$ cat src/rtl/countdown_pkg.sv
// Shared types for the countdown timer.
package countdown_pkg;

  typedef enum logic [1:0] {IDLE, RUN, HOLD, DONE} cd_state_e;

endpackage

$ cat src/rtl/countdown_timer.sv
// Loadable down-counter with start/hold and a one-cycle terminal-count pulse.
// Define COUNTDOWN_AUTO_RELOAD_EN to restart from the reload value at the floor.
module countdown_timer
  import countdown_pkg::*;
#(
  parameter int WIDTH     = 8,
  parameter int MIN_COUNT = 0
) (
  input  logic             clk,
  input  logic             rst,
  input  logic             load,
  input  logic [WIDTH-1:0] load_val,
  input  logic             start,
  input  logic             hold,
  output logic [WIDTH-1:0] count,
  output logic             busy,
  output logic             done
);

  generate
    if (MIN_COUNT < 0 || (WIDTH < 31 && MIN_COUNT >= (1 << WIDTH))) begin : g_bad_min
      $error("countdown_timer: MIN_COUNT must lie in [0, 2**WIDTH)");
    end
  endgenerate

  localparam logic [WIDTH-1:0] MIN_C  = WIDTH'(MIN_COUNT);
  // Wraps to zero when MIN_COUNT is the top value; RUN is unreachable then.
  localparam logic [WIDTH-1:0] TERM_C = MIN_C + 1'b1;

  cd_state_e        state_q, state_d;
  logic [WIDTH-1:0] count_q, count_d;
  logic [WIDTH-1:0] reload_q, reload_d;
  logic             done_q, done_d;

  always_comb begin
    state_d  = state_q;
    count_d  = count_q;
    reload_d = reload_q;
    done_d   = 1'b0;
    if (load) begin
      count_d  = load_val;
      reload_d = load_val;
      state_d  = IDLE;
    end else begin
      unique case (state_q)
        IDLE, DONE: begin
          if (start) begin
            if (count_q > MIN_C) begin
              state_d = RUN;
            end else begin
              state_d = DONE;
              done_d  = 1'b1;
            end
          end
        end
        RUN: begin
          if (hold) begin
            state_d = HOLD;
`ifdef COUNTDOWN_AUTO_RELOAD_EN
          end else if (count_q == MIN_C) begin
            if (reload_q > MIN_C) begin
              count_d = reload_q;
            end else begin
              state_d = DONE;
            end
          end else if (count_q == TERM_C) begin
            count_d = MIN_C;
            done_d  = 1'b1;
`else
          end else if (count_q <= TERM_C) begin
            count_d = MIN_C;
            done_d  = 1'b1;
            state_d = DONE;
`endif
          end else begin
            count_d = count_q - 1'b1;
          end
        end
        HOLD: begin
          if (!hold) begin
            state_d = RUN;
          end
        end
        default: state_d = IDLE;
      endcase
    end
  end

  always_ff @(posedge clk or posedge rst) begin
    if (rst) begin
      state_q  <= IDLE;
      count_q  <= '0;
      reload_q <= '0;
      done_q   <= 1'b0;
    end else begin
      state_q  <= state_d;
      count_q  <= count_d;
      reload_q <= reload_d;
      done_q   <= done_d;
    end
  end

  assign count = count_q;
  assign done  = done_q;
  assign busy  = (state_q == RUN) || (state_q == HOLD);

endmodule

$ cat config.mk
export PLATFORM = sky130hd
export DESIGN_NAME = countdown_timer
export DESIGN_NICKNAME = d
export VERILOG_FILES = /design/src/rtl/countdown_pkg.sv /design/src/rtl/countdown_timer.sv
export SDC_FILE = /design/constraint.sdc
export NUM_CORES = 1
export LEC_CHECK = 0
export BUFFER_PORTS_ARGS = -buffer_cell sky130_fd_sc_hd__buf_4
export CAP_MARGIN = 10
export CORE_UTILIZATION = 52
export CTS_BUF_LIST = sky130_fd_sc_hd__clkbuf_16
export DETAILED_ROUTE_END_ITERATION = 6
export PLACE_DENSITY = 0.81
export SETUP_SLACK_MARGIN = 0.15
export SLEW_MARGIN = 20
export SYNTH_ARGS = -nofsm -noshare
export SYNTH_HDL_FRONTEND = slang
export SYNTH_SLANG_ARGS = --single-unit
$ cat constraint.sdc
create_clock -name clk -period 4.2 [get_ports clk]
set_input_delay 0.21 -clock clk [delete_from_list [all_inputs] [get_ports clk]]
set_output_delay 0.21 -clock clk [all_outputs]
set_load 0.01 [all_outputs]
Word level (Yosys, flattened, before mapping)
Index checks and enable logic that the tools add are counted.
Cells by class
  add/subtract/negate cells: 1
  order comparisons: 2
  equality and inequality tests: 7
  mux-type cells: 17
  reduce and logical (&&, ||, !) cells: 6
Operators by type and width (count)
  $mux W8: 4
  $mux W2: 6
  $gt A8 B1 Y1 const B: 1
  $le A8 B1 Y1 const B: 1
  $sub A8 B1 Y8 const B: 1
  $ne A3 B3 Y1 const B: 2
  $pmux W2 S3: 1
  $mux W1: 5
  $eq A2 B2 Y1 const B: 2
  $ne A4 B4 Y1 const B: 1
  $reduce_and A3 Y1: 1
  $eq A2 B1 Y1 const B: 1
  $logic_not A2 Y1: 1
  $ne A2 B2 Y1 const B: 1
  $pmux W1 S2: 1
  $reduce_and A2 Y1: 1
  $reduce_bool A2 Y1: 1
  $reduce_or A2 Y1: 1
  $logic_or A1 B1 Y1: 1
Word-level totals
  register bits: 11
  output and inout bits: 10
  logic and storage cells: 36

Longest topological paths before layout
Gate-level depths: netlist of the first run.
  word-level depth: 5
  gate-level depth with buffers: 6
  mapped depth without buffers: 6

Worst setup path after synthesis of the first run
Ideal clock, no wire load.
  kind: reg-to-reg
  start: reg count_q[0] (netlist: count[0])
  end: reg state_q[1]
  library setup time: 0.079 ns
  arrival: 1.752 ns
  setup slack: 2.369 ns
  cell stages (with the launch flop): 7
  cells stage by stage: dfrtp_1 -> inv_1 -> ha_1 -> or2_2 -> a31o_2 -> a21oi_1 -> mux2i_1
Between the ends
  longest elaborated chain between the ends: 5
Ends and longest elaborated chain
  start: declaration: RTL line countdown_timer.sv:31  | logic [WIDTH-1:0] count_q, count_d;
  start signal: assignment: RTL line countdown_timer.sv:97  | count_q <= count_d;
  $gt A8 B1 Y1: RTL line countdown_timer.sv:48  | if (count_q > MIN_C) begin
  $mux W2: RTL line countdown_timer.sv:48
  $mux W2: RTL line countdown_timer.sv:47  | if (start) begin
  $pmux W2 S3: RTL line countdown_timer.sv:45  | unique case (state_q)
  $mux W2: RTL line countdown_timer.sv:40  | if (load) begin
  end signal: assignment: RTL line countdown_timer.sv:96  | state_q <= state_d;
  end: declaration: RTL line countdown_timer.sv:30  | cd_state_e state_q, state_d;
Several ways; a longest one is shown, not always the timed one. The select of a mux whose other input is x is not followed.
A chain may end at the register's enable or synchronous reset.

Worst setup path after layout of the first run
Ends and elaborated chain as after synthesis.

==> results.cfg, run 1 <==
[outcome]
outcome = finished, violations left
violations = negative hold slack

[clocking]
clk_pin_slew_ns = 0.04
cts_tree = built
cts_htree_levels = 1
cts.repair.resized = 0
cts_buffers = 3
clockBufferDepth = 2
cts_root_buf = clkbuf_16
clock_sinks = 11
worst_skew_pair.late_latency_ns = 0.24
cts.hold.buffers_added = 0
cts_setup_buffers = 0

[setup_path]
worstSetupStartpointType = flip-flop
critPathArrivalTime_ns = 2.10
slowest_stage = dfrtp_1
slowest_delay_ns = 0.42
critPathCaptureType = flip-flop
crit_chain = inv_1 > ha_1 > or2_2 > a31o_2 > a21oi_1 > mux2i_1
cp_max_fo = 7
critPathTopFamily = compound AO/OA/AOI/OAI gates
worstSetupPathType = flip-flop to flip-flop
critPathRequiredTime_ns = 4.36
critPathBufInv = 1

[timing]
rsz0062_at_grt = false
final.setup.tns_ns = 0
slew_viol_final = 0
max_slew_margin = 0.598
hold_ws_ns = -0.0212
setup_violations = 0
worst_slew_pin_slew_ns = 0.598
finalCriticalPeriod_ns = 1.94
finalCritPeriodShare = 0.461
finalHoldViolations = 11
max_freq_mhz = 516
skew_ns = 0.00344

[pwr]
p_leak_uw = 0.000467
power_density_mw_per_mm2 = 463
pwr-share-clk = 0.374
combPwrFrac = 0.327
internal-power_uw = 315
switching_share = 0.313
peakVddDrop_mv = 0.286
pwr-share-seq = 0.300
power_switching_uw = 144

[synth]
synthMostInstantiatedCell = dfrtp_1
ys_top_cells_by_count = dfrtp_1 (11), inv_1 (10), a21oi_1 (6), o21ai_0 (6)
synth_cell_types = 31
ys_dominant_reg_cell = dfrtp_1
synth_edf_count = 0
yosysTopAreaCell = dfrtp_1
yosysSeqAreaShare = 0.374
async_reset_ff_frac = 1.00
synth_area_leaders = dfrtp_1 (37%), ha_1 (8.5%), inv_1 (5.1%)
avgSynthCellArea_um2 = 8.97
syn_inst = 82
synth.top_cell.area_share = 0.374
synth_fp_nets = 100
syn_area_um2 = 736
yosysWarnings = 0
synth-seq-cells = 11

[grt]
grtUsageTotal = 0.288
grt_overflow = 0
grt_start_max_net_pins = 21
grt_pass1_vias = 666
grt_pass1_wl_mm = 2.98
antenna_found_initial = 0

[floorplanning]
die_width_um = 39.6
die_area_mm2 = 0.00157
placementRows = 13
coreArea_mm2 = 0.00130
start_util = 0.565
ios = 23
die_height_um = 39.6

[drt]
via_count = 733
drc = 0
antenna_left = 0
via_per_inst = 6.06
wl_per_cell_um = 15.7
drt_iter0_drc = 30
drtPass1Iterations = 4
drt-total-wl_mm = 1.90

[layout]
register_area_um2 = 275
area_delta_synth_final_pct = 34.7
multi_input_area_um2 = 415
fill_cells = 100
nets = 125
design_area_um2 = 991
drive_above_1_share = 0.283
diodes = 0

[placement]
gp_congestion = 0.913
numPortBuffers = 22
place_area_um2 = 912
dp_hpwl_mm = 1.35

[min_path]
hold_class = input port to asynchronous set/reset pin

[flow_run]
maxCapViolCount = 0
-- cell usage in the layout (no fill, tap or decap), drive strengths merged, types with 2 or more instances in the layout --
cell type and n:
inv 11, a21oi 6, a211oi 2, o21ai 6
nor3 4, nor2b 2, ha 5, a32oi 3
nor4 2, nand2 5, or4 2, a2bb2oi 2
dfrtp 11, nor2 5, clkbuf 3, buf 22
-- logic make-up after synthesis --
family | after synthesis | share of synthesized area
AND/OR/NAND/NOR | 26 | 0.204
adder cells (fa/ha/maj) | 5 | 0.0850
AO/OA/AOI/OAI | 26 | 0.247
flip-flops | 11 | 0.374
multiplexers | 2 | 0.0289
buffers and inverters | 12 | 0.0612
-- per-layer routing --
metal	wire (um)	GRT usage
met5	0	0
met4	53	0.138
met3	99	0.0511
met2	920	0.455
met1	825	0.372
-- final cells by class --
cell class	count	share of cell area
Clock inverter	1	0.00379
Timing Repair Buffer	22	0.167
Sequential cell	11	0.278
Inverter	10	0.0379
Tap cell	15	0.0189
Clock buffer	3	0.0758
Multi-Input combinational cell	59	0.419
-- flip-flops by register name, indices dropped and copies added (netlist names) --
name,count
done,1
count,8
state_q,2
-- power by group through the flow --
stage | clock network, uW | registers, uW | logic, uW
after floorplan | 0 | 140 | 90.0
after global placement | 0 | 137 | 142
after detailed placement | 0 | 139 | 144
after CTS | 173 | 137 | 149
after global routing | 178 | 140 | 165
final | 172 | 138 | 150
-- metrics by stage --
step                      power, uW  hold slack [ns]   util  instances  worst slack (ns)
after floorplan                 230           0.0624      -         82              2.37
after CTS                       459          0.00500  0.762        121              2.27
after global placement          280            0.238  0.701        117              2.36
after global routing            484           0.0254  0.762        121              2.12
after detailed placement        282            0.252  0.701        117              2.29
final                           459          -0.0212  0.762        121              2.26
-- path summary, 6_finish.rpt --
check	from	end	slack, ns	cells past startpoint
setup / recovery	count[0]$_DFFE_PP0P_	state_q[1]$_DFFE_PP0P_	2.26	6
hold / removal	rst	count[5]$_DFFE_PP0P_	-0.02	2
setup reg to reg	count[0]$_DFFE_PP0P_	state_q[1]$_DFFE_PP0P_	2.26	6
hold reg to reg	state_q[0]$_DFFE_PP0P_	state_q[0]$_DFFE_PP0P_	0.57	2
max in group asynchronous	rst	count[7]$_DFFE_PP0P_	3.91	2
min in group clk	load_val[1]	count[1]$_DFFE_PP0P_	0.18	3
No activity file was read; power rests on OpenSTA's default activity.
==> run 2: changes to the inputs <==
CORE_UTILIZATION = 49   (was 52)
PLACE_DENSITY = 0.77   (was 0.81)
clock period = 1.9 ns   (was 4.2 ns; I/O delays follow)
==> run 2 against run 1 <==
Net effect:
- the flow now finishes without violations
- routed wire length up 14%
- non-clock buffer count is 5 higher
- maximum frequency increased by 12%
- final area up 9.6%
- power increased by 140%
- largest cell class unchanged
- largest power group is now combinational logic
==> results.cfg, run 2 (synthesized netlist as in run 1, its figures left out) <==
[outcome]
outcome = finished clean

[setup_path]
slowest_stage = or4_4
critPathRequiredTime_ns = 2.02
worstSetupPathType = flip-flop to flip-flop
worstSetupStartpointType = flip-flop
worstSetupStartpoint = count[4]$_DFFE_PP0P_
crit_chain = or4_4 > o211a_1 > a221o_1
reg2reg_depth = 3
rrSetupSlack_ns = 0.17
critPathBufInv = 0
path_depth = 3
cp_max_fo = 7
critPathCaptureType = flip-flop
critPathTopFamily = compound AO/OA/AOI/OAI gates
critPathArrivalTime_ns = 1.85
slowest_delay_ns = 0.56
r2r_start = count[4]$_DFFE_PP0P_
cp-endpoint = count[7]$_DFFE_PP0P_
timing.rr.end = count[7]$_DFFE_PP0P_

[drt]
wl_per_cell_um = 17.2
drtPass1Iterations = 4
via_per_inst = 6.40
via_count = 807
drc = 0
drt-total-wl_mm = 2.17
antenna_left = 0
drt_iter0_drc = 47

[timing]
worst_slew_pin_slew_ns = 0.561
skew_ns = 0.00123
slew_viol_final = 0
max_slew_margin = 0.623
finalHoldViolations = 0
final.setup.tns_ns = 0
finalCritPeriodShare = 0.912
finalCriticalPeriod_ns = 1.73
max_freq_mhz = 577
rsz0062_at_grt = false
setup_violations = 0

[pwr]
pwr-share-seq = 0.282
p_leak_uw = 0.000493
power_density_mw_per_mm2 = 1010
peakVddDrop_mv = 0.616
combPwrFrac = 0.370
power_switching_uw = 355
pwr-share-clk = 0.348
switching_share = 0.323
internal-power_uw = 744

[clocking]
cts_htree_levels = 1
clock_sinks = 11
cts_tree = built
cts_root_buf = clkbuf_16
worst_skew_pair.late_latency_ns = 0.24
clk_pin_slew_ns = 0.04
cts_buffers = 3
clockBufferDepth = 2

[placement]
gp_congestion = 0.886
dp_hpwl_mm = 1.35
place_area_um2 = 935
numPortBuffers = 22

[min_path]
hold_class = input port to flip-flop
hp-start = load_val[6]
min_path_cells = 3

[grt]
grt_pass1_wl_mm = 3.06
grt_overflow = 0
antenna_found_initial = 0
grtUsageTotal = 0.291
grt_pass1_vias = 709
grt_start_max_net_pins = 21

[layout]
area_delta_synth_final_pct = 47.6
largest_reg_flops = 8
nets = 130
design_area_mm2 = 0.00109
mostFrequentLayoutCell = buf_4
diodes = 0
fill_cells = 83
final_cell_mix = buf_4 (26), dfrtp_1 (10), inv_1 (9)
drive_above_1_share = 0.378

[floorplanning]
start_util = 0.545
coreArea_mm2 = 0.00135
die_width_um = 40.8
placementRows = 13
die_area_mm2 = 0.00166
ios = 23
die_height_um = 40.8

[flow_run]
maxCapViolCount = 0
[run 2: changes by cell type in the layout (fill, tap and decap cells not counted), sizes merged]
| cell | delta |
|---|---|
| dlygate4sd3 | +1 |
| buf | +4 |
[run 2: cell type report]
cell class / count / area, um^2 / area share
inverter: 10 / 37.5 / 0.0346
clock inverter: 1 / 3.75 / 0.00346
sequential: 11 / 277 / 0.255
timing repair buffer: 27 / 205 / 0.189
tap: 15 / 18.8 / 0.0173
multi-input combinational: 59 / 469 / 0.432
clock buffer: 3 / 75.1 / 0.0691
[run 2: worst min-delay path, stage by stage]
cell,delay (ns)
buf_4,0.07
nand2_1,0.03
o21ai_1,0.05
[run 2: power by group through the flow]
stage	Sequential, uW	Clock, uW	Combinational [uW]
3_3_place_gp	305	0	328
2_1_floorplan	310	0	204
6_report	310	383	406
5_1_grt	314	399	442
4_1_cts	303	383	364
3_5_place_dp	309	0	333
[run 2: repair_timing]
item,4_1_cts,5_1_grt
hold endpoints to repair,11,0
resized for setup,2,10
setup endpoints to repair,2,4
gates cloned,0,0
hold buffers,1,0
pin swaps,1,0
setup buffers,2,0
[run 2: worst min path at each step]
stage,endpoint,slack (ns)
after floorplan,count[1]$_DFFE_PP0P_,-0.05
after global placement,done$_DFF_PP0_,0.13
after detailed placement,state_q[0]$_DFFE_PP0P_,0.12
after CTS,count[6]$_DFFE_PP0P_,0.06
after global routing,count[1]$_DFFE_PP0P_,0.08
final,count[6]$_DFFE_PP0P_,0.06
[run 2: routing by layer]
metal	global-route usage	wire length, um
met1	0.295	828
met5	0	0
met4	0.117	43
met3	0.125	143
met2	0.520	1160
[run 2: per-stage QoR]
step	utilization	hold slack [ns]	power, uW	worst slack [ns]	cells
floorplan	-	-0.0526	514	0.178	82
global placement	0.692	0.128	633	0.180	119
detailed placement	0.692	0.123	642	0.0836	119
CTS	0.776	0.0574	1050	0.155	126
global route	0.804	0.0840	1150	0.143	126
finish	0.804	0.0591	1100	0.166	126
